--- src/rtl/interp_line_feeder.sv ---
// Sequencer that feeds one 16x16 block, line by line, into the 6-tap half-sample
// interpolator with edge replication, and captures its a/b/c taps into a result memory.
module interp_line_feeder #(
  parameter int DATA_W   = 32,
  parameter int TAP_W    = 40,
  parameter int PAD_PRE  = 8,
  parameter int PAD_POST = 5,
  parameter int CAP_LAG  = 5
) (
  input  logic              clock,
  input  logic              reset,
  input  logic              start,
  input  logic              mode,
  output logic              busy,
  output logic              done,
  output logic [7:0]        rd_addr,
  input  logic [DATA_W-1:0] rd_data,
  output logic [DATA_W-1:0] pix_out,
  output logic              pix_valid,
  input  logic [TAP_W-1:0]  tap_a,
  input  logic [TAP_W-1:0]  tap_b,
  input  logic [TAP_W-1:0]  tap_c,
  output logic              wr_en,
  output logic [7:0]        wr_addr,
  output logic [DATA_W-1:0] wr_a,
  output logic [DATA_W-1:0] wr_b,
  output logic [DATA_W-1:0] wr_c
);

  localparam int LINE_LEN  = PAD_PRE + 16 + PAD_POST;
  localparam int CAP_FIRST = PAD_PRE + CAP_LAG;
  // One spare code so the look-ahead index s+1 never wraps.
  localparam int S_W       = $clog2(LINE_LEN + 1);

  typedef enum logic [1:0] {IDLE, PRIME, STREAM, DONE} stateT;

  stateT          state, nextState;
  logic           modeLat;
  logic [3:0]     lineIdx;
  logic [S_W-1:0] sIdx;
  logic [7:0]     holdAddr;
  logic [7:0]     rdAddrCur;
  logic           lastCyc, lastLine, capHit;
  logic [3:0]     capIdx;

  function automatic logic [3:0] elemOf(input logic [S_W-1:0] s);
    if (int'(s) < PAD_PRE)             return 4'd0;
    else if (int'(s) >= PAD_PRE + 15)  return 4'd15;
    else                               return 4'(int'(s) - PAD_PRE);
  endfunction

  // Row mode walks r*16+c along a row; column mode swaps the nibbles.
  function automatic logic [7:0] blkAddr(input logic colMode, input logic [3:0] line,
                                         input logic [3:0] elem);
    return colMode ? {elem, line} : {line, elem};
  endfunction

  assign lastCyc  = (sIdx == S_W'(LINE_LEN - 1));
  assign lastLine = (lineIdx == 4'd15);

  always_comb begin
    // NOTE: every combinational output gets a default first so no path infers a latch.
    nextState = state;
    case (state)
      IDLE:    if (start) nextState = PRIME;
      PRIME:   nextState = STREAM;
      STREAM:  if (lastCyc && lastLine) nextState = DONE;
      DONE:    nextState = IDLE;
      default: nextState = IDLE;
    endcase
  end

  always_ff @(posedge clock) begin
    // NOTE: sequential state uses non-blocking assignments so all registers update together.
    if (reset) begin
      state    <= IDLE;
      modeLat  <= 1'b0;
      lineIdx  <= 4'd0;
      sIdx     <= '0;
      holdAddr <= 8'd0;
    end else begin
      state <= nextState;
      if (state == IDLE && start) begin
        modeLat <= mode;
        lineIdx <= 4'd0;
        sIdx    <= '0;
      end
      if (state == STREAM) begin
        if (lastCyc) begin
          sIdx    <= '0;
          lineIdx <= lineIdx + 4'd1;
        end else begin
          sIdx <= sIdx + S_W'(1);
        end
      end
      if (busy) holdAddr <= rdAddrCur;
    end
  end

  // The read address always runs one stream cycle ahead of pix_out.
  always_comb begin
    rdAddrCur = 8'd0;
    if (state == PRIME) begin
      rdAddrCur = blkAddr(modeLat, 4'd0, 4'd0);
    end else if (state == STREAM) begin
      if (lastCyc && !lastLine) rdAddrCur = blkAddr(modeLat, lineIdx + 4'd1, 4'd0);
      else                      rdAddrCur = blkAddr(modeLat, lineIdx, elemOf(sIdx + S_W'(1)));
    end
  end

  assign busy      = (state == PRIME) || (state == STREAM);
  assign done      = (state == DONE);
  assign pix_valid = (state == STREAM);
  assign rd_addr   = busy ? rdAddrCur : holdAddr;
  assign pix_out   = pix_valid ? rd_data : '0;

  assign capHit  = (state == STREAM) && (int'(sIdx) >= CAP_FIRST) && (int'(sIdx) <= CAP_FIRST + 15);
  assign capIdx  = 4'(int'(sIdx) - CAP_FIRST);
  assign wr_en   = capHit;
  assign wr_addr = capHit ? blkAddr(modeLat, lineIdx, capIdx) : 8'd0;
  assign wr_a    = capHit ? tap_a[DATA_W+5:6] : '0;
  assign wr_b    = capHit ? tap_b[DATA_W+5:6] : '0;
  assign wr_c    = capHit ? tap_c[DATA_W+5:6] : '0;

  // Tap guard and fraction bits are dropped by design (plain truncation).
  logic unusedTapBits;
  assign unusedTapBits = ^{tap_a[TAP_W-1:DATA_W+6], tap_a[5:0],
                           tap_b[TAP_W-1:DATA_W+6], tap_b[5:0],
                           tap_c[TAP_W-1:DATA_W+6], tap_c[5:0]};

endmodule

--- config.mk ---
export PLATFORM = sky130hd
export DESIGN_NAME = interp_line_feeder
export DESIGN_NICKNAME = d
export VERILOG_FILES = /design/src/rtl/interp_line_feeder.sv
export SDC_FILE = /design/constraint.sdc
export NUM_CORES = 1
export LEC_CHECK = 0
export BUFFER_PORTS_ARGS = -buffer_cell sky130_fd_sc_hd__buf_2
export CAP_MARGIN = 10
export CORE_AREA = 5 5 116 118
export DETAILED_ROUTE_END_ITERATION = 8
export DIE_AREA = 0 0 121 123
export PLACE_DENSITY = 0.67
export SYNTH_ARGS = -nofsm -noshare
export SYNTH_HDL_FRONTEND = slang
export SYNTH_SLANG_ARGS = --single-unit
--- constraint.sdc ---
create_clock -name clock -period 2.2 [get_ports clock]
set_input_delay 0.11 -clock clock [delete_from_list [all_inputs] [get_ports clock]]
set_output_delay 0.11 -clock clock [all_outputs]
set_load 0.1 [all_outputs]
==> results of run 1 <==
Yosys cell counts (3+ instances only):
cell / count / area share [%]
and2_1: 129 / 32
nand2_1: 30 / 4.5
nor2_1: 24 / 3.6
dfxtp_1: 20 / 16
a21oi_1: 19 / 3.8
clkbuf_1: 17 / 2.6
nand3_1: 11 / 2.2
ha_1: 10 / 5.0
inv_1: 8 / 1.2
o21ai_0: 8 / 1.6
xnor2_1: 6 / 2.1
buf_2: 5 / 1.0
a211oi_1: 4 / 1.2
nand3b_1: 4 / 1.2
nor3_1: 4 / 0.80
a31oi_1: 3 / 0.75
buf_6: 3 / 1.4
mux2i_1: 3 / 1.2
nand2b_1: 3 / 0.75
nor2b_1: 3 / 0.75
repair_timing:
item                       4_1_cts  5_1_grt
pin swaps                        6       11
buffers inserted                 5        3
setup endpoints to repair       94      104
gates cloned                     0        1
gates resized for setup         27       23
worst max-delay path, cell delays in order (launching register included):
cell and delay (ns):
dfxtp_4 0.39, inv_4 0.05, ha_4 0.26, nand4b_1 0.12, a21boi_1 0.08, or4b_4 0.56
o22ai_4 0.19, nand2_2 0.09, buf_12 0.17
flip-flops by register name (all words and copies together), names as in the netlist:
signal,count
lineIdx,4
state,2
holdAddr,8
modeLat,1
sIdx,5
worst paths after layout:
check	endpoint	slack, ns	cells after the start
max reg2reg	holdAddr[1]	0.32	7
min	modeLat	0.11	3
max	rd_addr[1]	-0.09	8
min reg2reg	holdAddr[7]	0.47	2
layout make-up:
class / count / area, sq um / share of cell area (%)
inverters: 9 / 46.29 / 0.7140
clock inverters: 1 / 30.03 / 0.4631
repair buffers: 312 / 3403 / 52.49
well taps: 172 / 215.2 / 3.319
multi-input cells: 300 / 2295 / 35.39
flip-flops and latches: 20 / 419.2 / 6.465
clock buffers: 3 / 75.07 / 1.158
power by group:
part	switching [mW]	leakage [nW]	internal (mW)	total [mW]
Combinational	1.78	2.74	0.551	2.33
Sequential	0.0496	0.166	0.402	0.452
Clock	0.144	0.0511	0.361	0.505
layout by cell type (no fill, tap or decap), types with 2 or more instances in the layout:
cell         n
a31oi_1      2
o21ai_0      6
nand3b_1     4
nor2_1      22
buf_2      166
and2_1      32
a211oi_2     3
dfxtp_1     13
mux2i_1      3
o211ai_1     2
o22a_1       2
nor3_2       2
dfxtp_2      3
nand3_1     11
nand2_1     27
nor2b_1      3
xor2_1       2
a21oi_4      2
a21oi_2      2
buf_12     116
nand2_2      3
inv_1        4
and2b_2      2
and2_4       9
dfxtp_4      4
a21oi_1     17
clkbuf_16    4
ha_4         4
nand2b_1     3
inv_4        5
and2_2      88
ha_2         2
xnor2_1      5
buf_4       27
ha_1         4
buf_6        2
cell families (layout without fill, tap and decap cells):
| kind of cell | Yosys count | after routing | share of synthesized area (%) |
|---|---|---|---|
| flip-flops | 20 | 20 | 16.01 |
| AND/OR/NAND/NOR | 221 | 221 | 50.93 |
| AO/OA/AOI/OAI | 56 | 56 | 16.16 |
| multiplexers | 3 | 3 | 1.201 |
| adder cells (fa/ha/maj) | 11 | 11 | 5.403 |
| buffers and inverters | 36 | 325 | 6.853 |
| XOR/XNOR | 9 | 9 | 3.452 |
routing by layer:
| metal | vias to the layer above | share of wire [%] | GRT usage, % |
|---|---|---|---|
| met4 | 0 | 3.5 | 5.453 |
| met5 | - | 0 | 0 |
| met2 | 240 | 50 | 34.18 |
| li1 | 1755 | - | - |
| met1 | 1689 | 37 | 23.34 |
| met3 | 22 | 8.9 | 3.522 |
==> impl_metrics.env, run 1 <==
export IMPL_wl_mm=15.50
export IMPL_insertion_delay_ns=0.25
export IMPL_fp_dieArea_sq_um=14880
export IMPL_hold_viol_final=0
export IMPL_grt_total_usage_pct=19.08
export IMPL_startpoint_type="flop"
export IMPL_avgRoutedWirePerCell_um=18.98
export IMPL_endpoint_kind="output port"
export IMPL_fin_util_pct=52.44
export IMPL_cts_buffer_depth=2
export IMPL_skew_ns=0.001201
export IMPL_status="finished with violations"
export IMPL_drv_slew=0
export IMPL_clkTransAtPathRegs_ns=0.06
export IMPL_synth_net_count=522
export IMPL_grt_pass1_wl_mm=22.29
export IMPL_final_design_area_no_fill_sq_um=6484
export IMPL_yosysUniqueCellTypes=55
export IMPL_async_reset_ff_share_pct=0
export IMPL_fp_row_count=41
export IMPL_required_ns=2.09
export IMPL_power_density_nw_per_um2=507.6
export IMPL_yosysSeqAreaShare_pct=16.01
export IMPL_drc=0
export IMPL_setup_viol=2
export IMPL_relSlewSlack_pct=65.73
export IMPL_rsz0062_at_grt="true"
export IMPL_fill_cells=1067
export IMPL_antenna_found_initial=1
export IMPL_dr_pass1_iters=4
export IMPL_route_antenna_remaining_nets=0
export IMPL_die_y_um=123
export IMPL_drive_gt1_share_pct=72.40
export IMPL_cts_hold_buf=0
export IMPL_fmax_mhz=436.9
export IMPL_ir_drop_v=0.0009333
export IMPL_min_period_ns=2.289
export IMPL_arrival_ns=2.18
export IMPL_gp_congestion=0.9514
export IMPL_synth_warning_count=0
export IMPL_dpl_cell_count=804
export IMPL_violations="negative setup slack"
export IMPL_critPathKind="flop to output port"
export IMPL_routed_via_density=4.536
export IMPL_dp_worst_setup_slack_ns=0.03114
export IMPL_cts_buffers=3
export IMPL_syn_inst=356
export IMPL_antenna_cells=0
export IMPL_holdCritStartpoint="mode"
export IMPL_drt_iter0_markers=316
export IMPL_post_dp_cell_area_sq_um=6102
export IMPL_p_total_mw=3.291
export IMPL_coreArea_sq_um=12360
export IMPL_fin_nets=812
export IMPL_clockRootBuffer="clkbuf_16"
export IMPL_worstReg2RegStart="sIdx[0]"
export IMPL_start_util_pct=20.23
export IMPL_grt_pass1_vias=3831
export IMPL_setup_ws_ns=-0.08897
export IMPL_netlist_area_sq_um=2501
export IMPL_syn_avg_cell_area_sq_um=7.026
export IMPL_areaGrowthSynthToFinish_pct=159.2
export IMPL_maxCapViolCount=0
export IMPL_io_pins=304
export IMPL_min_path_type="input port to flop"
export IMPL_num_vias=3706
export IMPL_stdcell_count=817
export IMPL_cts_sinks=20
export IMPL_path_max_fanout=5
export IMPL_leakagePower_nw=2.955
export IMPL_cts_tree="done"
export IMPL_ys_seq_elements=20
export IMPL_grt_start_max_net_pins=43
export IMPL_tightest_slew_ns=0.5177
export IMPL_hpwlAfterDp_mm=12.73
export IMPL_portBuffers=279
export IMPL_overflow=0
export IMPL_fin_crit_sh_pct=104.0
export IMPL_synth_flop_cell="dfxtp_1"
export IMPL_synth_edf_count=0
export IMPL_holdWs_ns=0.1093
export IMPL_die_w_um=121
export IMPL_cts_max_level=1
export IMPL_setup_tns_ns=-0.1504
export IMPL_startpoint="sIdx[0]"
(Power assumes the default switching activity.)
==> run 2, diff against run 1 <==
--- a/config.mk
+++ b/config.mk
@@ -7,10 +7,11 @@
 export LEC_CHECK = 0
 export BUFFER_PORTS_ARGS = -buffer_cell sky130_fd_sc_hd__buf_2
 export CAP_MARGIN = 10
-export CORE_AREA = 5 5 116 118
+export CORE_AREA = 4 4 115 117
 export DETAILED_ROUTE_END_ITERATION = 8
-export DIE_AREA = 0 0 121 123
+export DIE_AREA = 0 0 119 121
 export PLACE_DENSITY = 0.67
+export SLEW_MARGIN = 20
 export SYNTH_ARGS = -nofsm -noshare
 export SYNTH_HDL_FRONTEND = slang
 export SYNTH_SLANG_ARGS = --single-unit
==> constraint.sdc (replaced) <==
create_clock -name clock -period 1.9 [get_ports clock]
set_input_delay 0.095 -clock clock [delete_from_list [all_inputs] [get_ports clock]]
set_output_delay 0.095 -clock clock [all_outputs]
set_load 0.1 [all_outputs]
==> impl_metrics.env, run 2 (synthesis results as in run 1) <==
export IMPL_cts_sinks=20
export IMPL_final_common_cell="buf_2"
export IMPL_grt_pass1_wl_mm=21.92
export IMPL_drt_iter0_markers=116
export IMPL_cts_tree="done"
export IMPL_insertion_delay_ns=0.26
export IMPL_grt_pass1_vias=3973
export IMPL_relSlewSlack_pct=67.38
export IMPL_drc=0
export IMPL_reg2reg_depth=8
export IMPL_clockRootBuffer="clkbuf_16"
export IMPL_die_w_um=119
export IMPL_clkTransAtPathRegs_ns=0.06
export IMPL_largest_registers="holdAddr: 8 flops, sIdx: 5 flops, lineIdx: 4 flops"
export IMPL_cp_slowest_cell="or4b_4"
export IMPL_min_path_type="input port to flop"
export IMPL_antenna_cells=0
export IMPL_wl_mm=14.58
export IMPL_final_design_area_no_fill_sq_um=7146
export IMPL_post_dp_cell_area_sq_um=6708
export IMPL_critPathKind="flop to output port"
export IMPL_fin_crit_sh_pct=117.4
export IMPL_holdCritStartpoint="mode"
export IMPL_cts_hold_buf=0
export IMPL_skew_ns=0.002610
export IMPL_hpwlAfterDp_mm=12.04
export IMPL_slowest_delay_ns=0.55
export IMPL_r2r_end="holdAddr[1]"
export IMPL_cp_top_family="simple AND/OR/NAND/NOR gates"
export IMPL_cts_max_level=1
export IMPL_top_register="holdAddr"
export IMPL_die_y_um=121
export IMPL_num_vias=3857
export IMPL_p_comb_share_pct=75.2
export IMPL_fmax_mhz=448.2
export IMPL_seqPwrFrac_pct=12.5
export IMPL_routed_via_density=4.538
export IMPL_endpoint_kind="output port"
export IMPL_overflow=0
export IMPL_setup_viol=113
export IMPL_fin_nets=845
export IMPL_power_internal_mw=1.654
export IMPL_r2r_slack_ns=-0.08
export IMPL_holdWs_ns=0.1031
export IMPL_violations="negative setup slack"
export IMPL_grt_start_max_net_pins=36
export IMPL_fp_row_count=41
export IMPL_dpl_cell_count=836
export IMPL_drv_slew=0
export IMPL_worstReg2RegStart="sIdx[0]"
export IMPL_stdcell_count=850
export IMPL_status="finished with violations"
export IMPL_swShare_pct=59.27
export IMPL_start_util_pct=20.23
export IMPL_startpoint_type="flop"
export IMPL_avgRoutedWirePerCell_um=17.15
export IMPL_drive_gt1_share_pct=81.27
export IMPL_min_period_ns=2.231
export IMPL_hold_viol_final=0
export IMPL_hold_depth=3
export IMPL_dp_worst_setup_slack_ns=-0.2217
export IMPL_crit_chain="inv_4, ha_4, a21oi_2, a2111oi_2, or4b_4, o22ai_4, nand2_8, buf_12"
export IMPL_areaGrowthSynthToFinish_pct=185.7
export IMPL_arrival_ns=2.14
export IMPL_min_to="modeLat"
export IMPL_power_switching_mw=2.407
export IMPL_ir_drop_v=0.001247
export IMPL_largest_reg_flops=8
export IMPL_final_cell_mix="buf_2 (134), buf_12 (118), and2_4 (97)"
export IMPL_tightest_slew_ns=0.4927
export IMPL_path_depth=8
export IMPL_fp_dieArea_sq_um=14400
export IMPL_leakagePower_nw=3.185
export IMPL_portBuffers=279
export IMPL_cts_buffer_depth=2
export IMPL_clockPowerShare_pct=12.2
export IMPL_setup_ws_ns=-0.3311
export IMPL_cts_buffers=3
export IMPL_maxCapViolCount=0
export IMPL_rsz0062_at_grt="true"
export IMPL_coreArea_sq_um=12360
export IMPL_power_density_nw_per_um2=568.4
export IMPL_dr_pass1_iters=4
export IMPL_required_ns=1.80
export IMPL_antenna_found_initial=0
export IMPL_route_antenna_remaining_nets=0
export IMPL_startpoint="sIdx[0]"
export IMPL_grt_total_usage_pct=19.11
export IMPL_io_pins=304
export IMPL_path_buf_inv=2
export IMPL_gp_congestion=0.9107
export IMPL_path_max_fanout=5
## run 2: cell count changes in the layout (fill, tap and decap cells not counted), moves of 3 or more
cell and change:
buf_6 +8, clkbuf_4 +31, and2_1 -32, and2_2 -56, a21oi_2 +3, buf_2 -32, and2_4 +88, a21oi_1 -3
nor2_1 -4, buf_4 +24
## run 2: worst max-delay path by stage
stage / endpoint / slack [ns]
3_5_place_dp: rd_addr[1] / -0.22
6_report: rd_addr[1] / -0.33
5_1_grt: rd_addr[1] / -0.38
2_1_floorplan: holdAddr[2] / -0.49
3_3_place_gp: rd_addr[1] / -0.22
4_1_cts: rd_addr[1] / -0.32
## run 2: area by class of cell
cell class / count / area, sq um
Timing Repair inverter: 1 / 3.754
Tap cell: 172 / 215.2
Fill cell: 989 / 5218
Multi-Input combinational cell: 300 / 2608
Timing Repair Buffer: 344 / 3761
Sequential cell: 20 / 420.4
Clock buffer: 4 / 88.84
Inverter: 9 / 48.80
## run 2: power groups by stage
stage | Clock [mW] | Combinational (mW) | Sequential [mW]
2_1_floorplan | 0 | 2.24 | 0.518
3_3_place_gp | 0 | 2.89 | 0.508
3_5_place_dp | 0 | 2.92 | 0.512
4_1_cts | 0.502 | 2.96 | 0.511
5_1_grt | 0.526 | 3.21 | 0.518
6_report | 0.497 | 3.05 | 0.509
## run 2: worst reg2reg max path: cells and delay by family (launching register included)
kind | cells | cell delay [ns]
AND/OR/NAND/NOR | 1 | 0.55
AO/OA/AOI/OAI | 4 | 0.48
flip-flops | 1 | 0.37
adder cells (fa/ha/maj) | 1 | 0.25
buffers and inverters | 2 | 0.21
## run 2: what timing repair did
item                                    in CTS  in global routing
buffers inserted                             8                  2
endpoints found under the setup margin     116                148
pin swaps                                   15                  7
resized for setup                           40                 47
gates cloned                                 1                  0
## run 2: routing by layer
metal	routed length [um]	share of wire, %	vias up	GRT usage [%]
met2	7380	51	219	35.25
li1	-	-	1825	-
met4	411	2.8	0	4.417
met3	1136	7.8	26	3.170
met1	5648	39	1787	23.08
met5	0	0	-	0
## run 2: metrics by stage
| stage | power (mW) | util, % | TNS [ns] |
|---|---|---|---|
| 2_1_floorplan | 2.754 | - | -7.623 |
| 3_3_place_gp | 3.400 | 54.26 | -0.6192 |
| 3_5_place_dp | 3.427 | 54.26 | -0.6208 |
| 4_1_cts | 3.976 | 56.69 | -30.00 |
| 5_1_grt | 4.254 | 57.80 | -36.59 |
| 6_report | 4.061 | 57.80 | -29.18 |
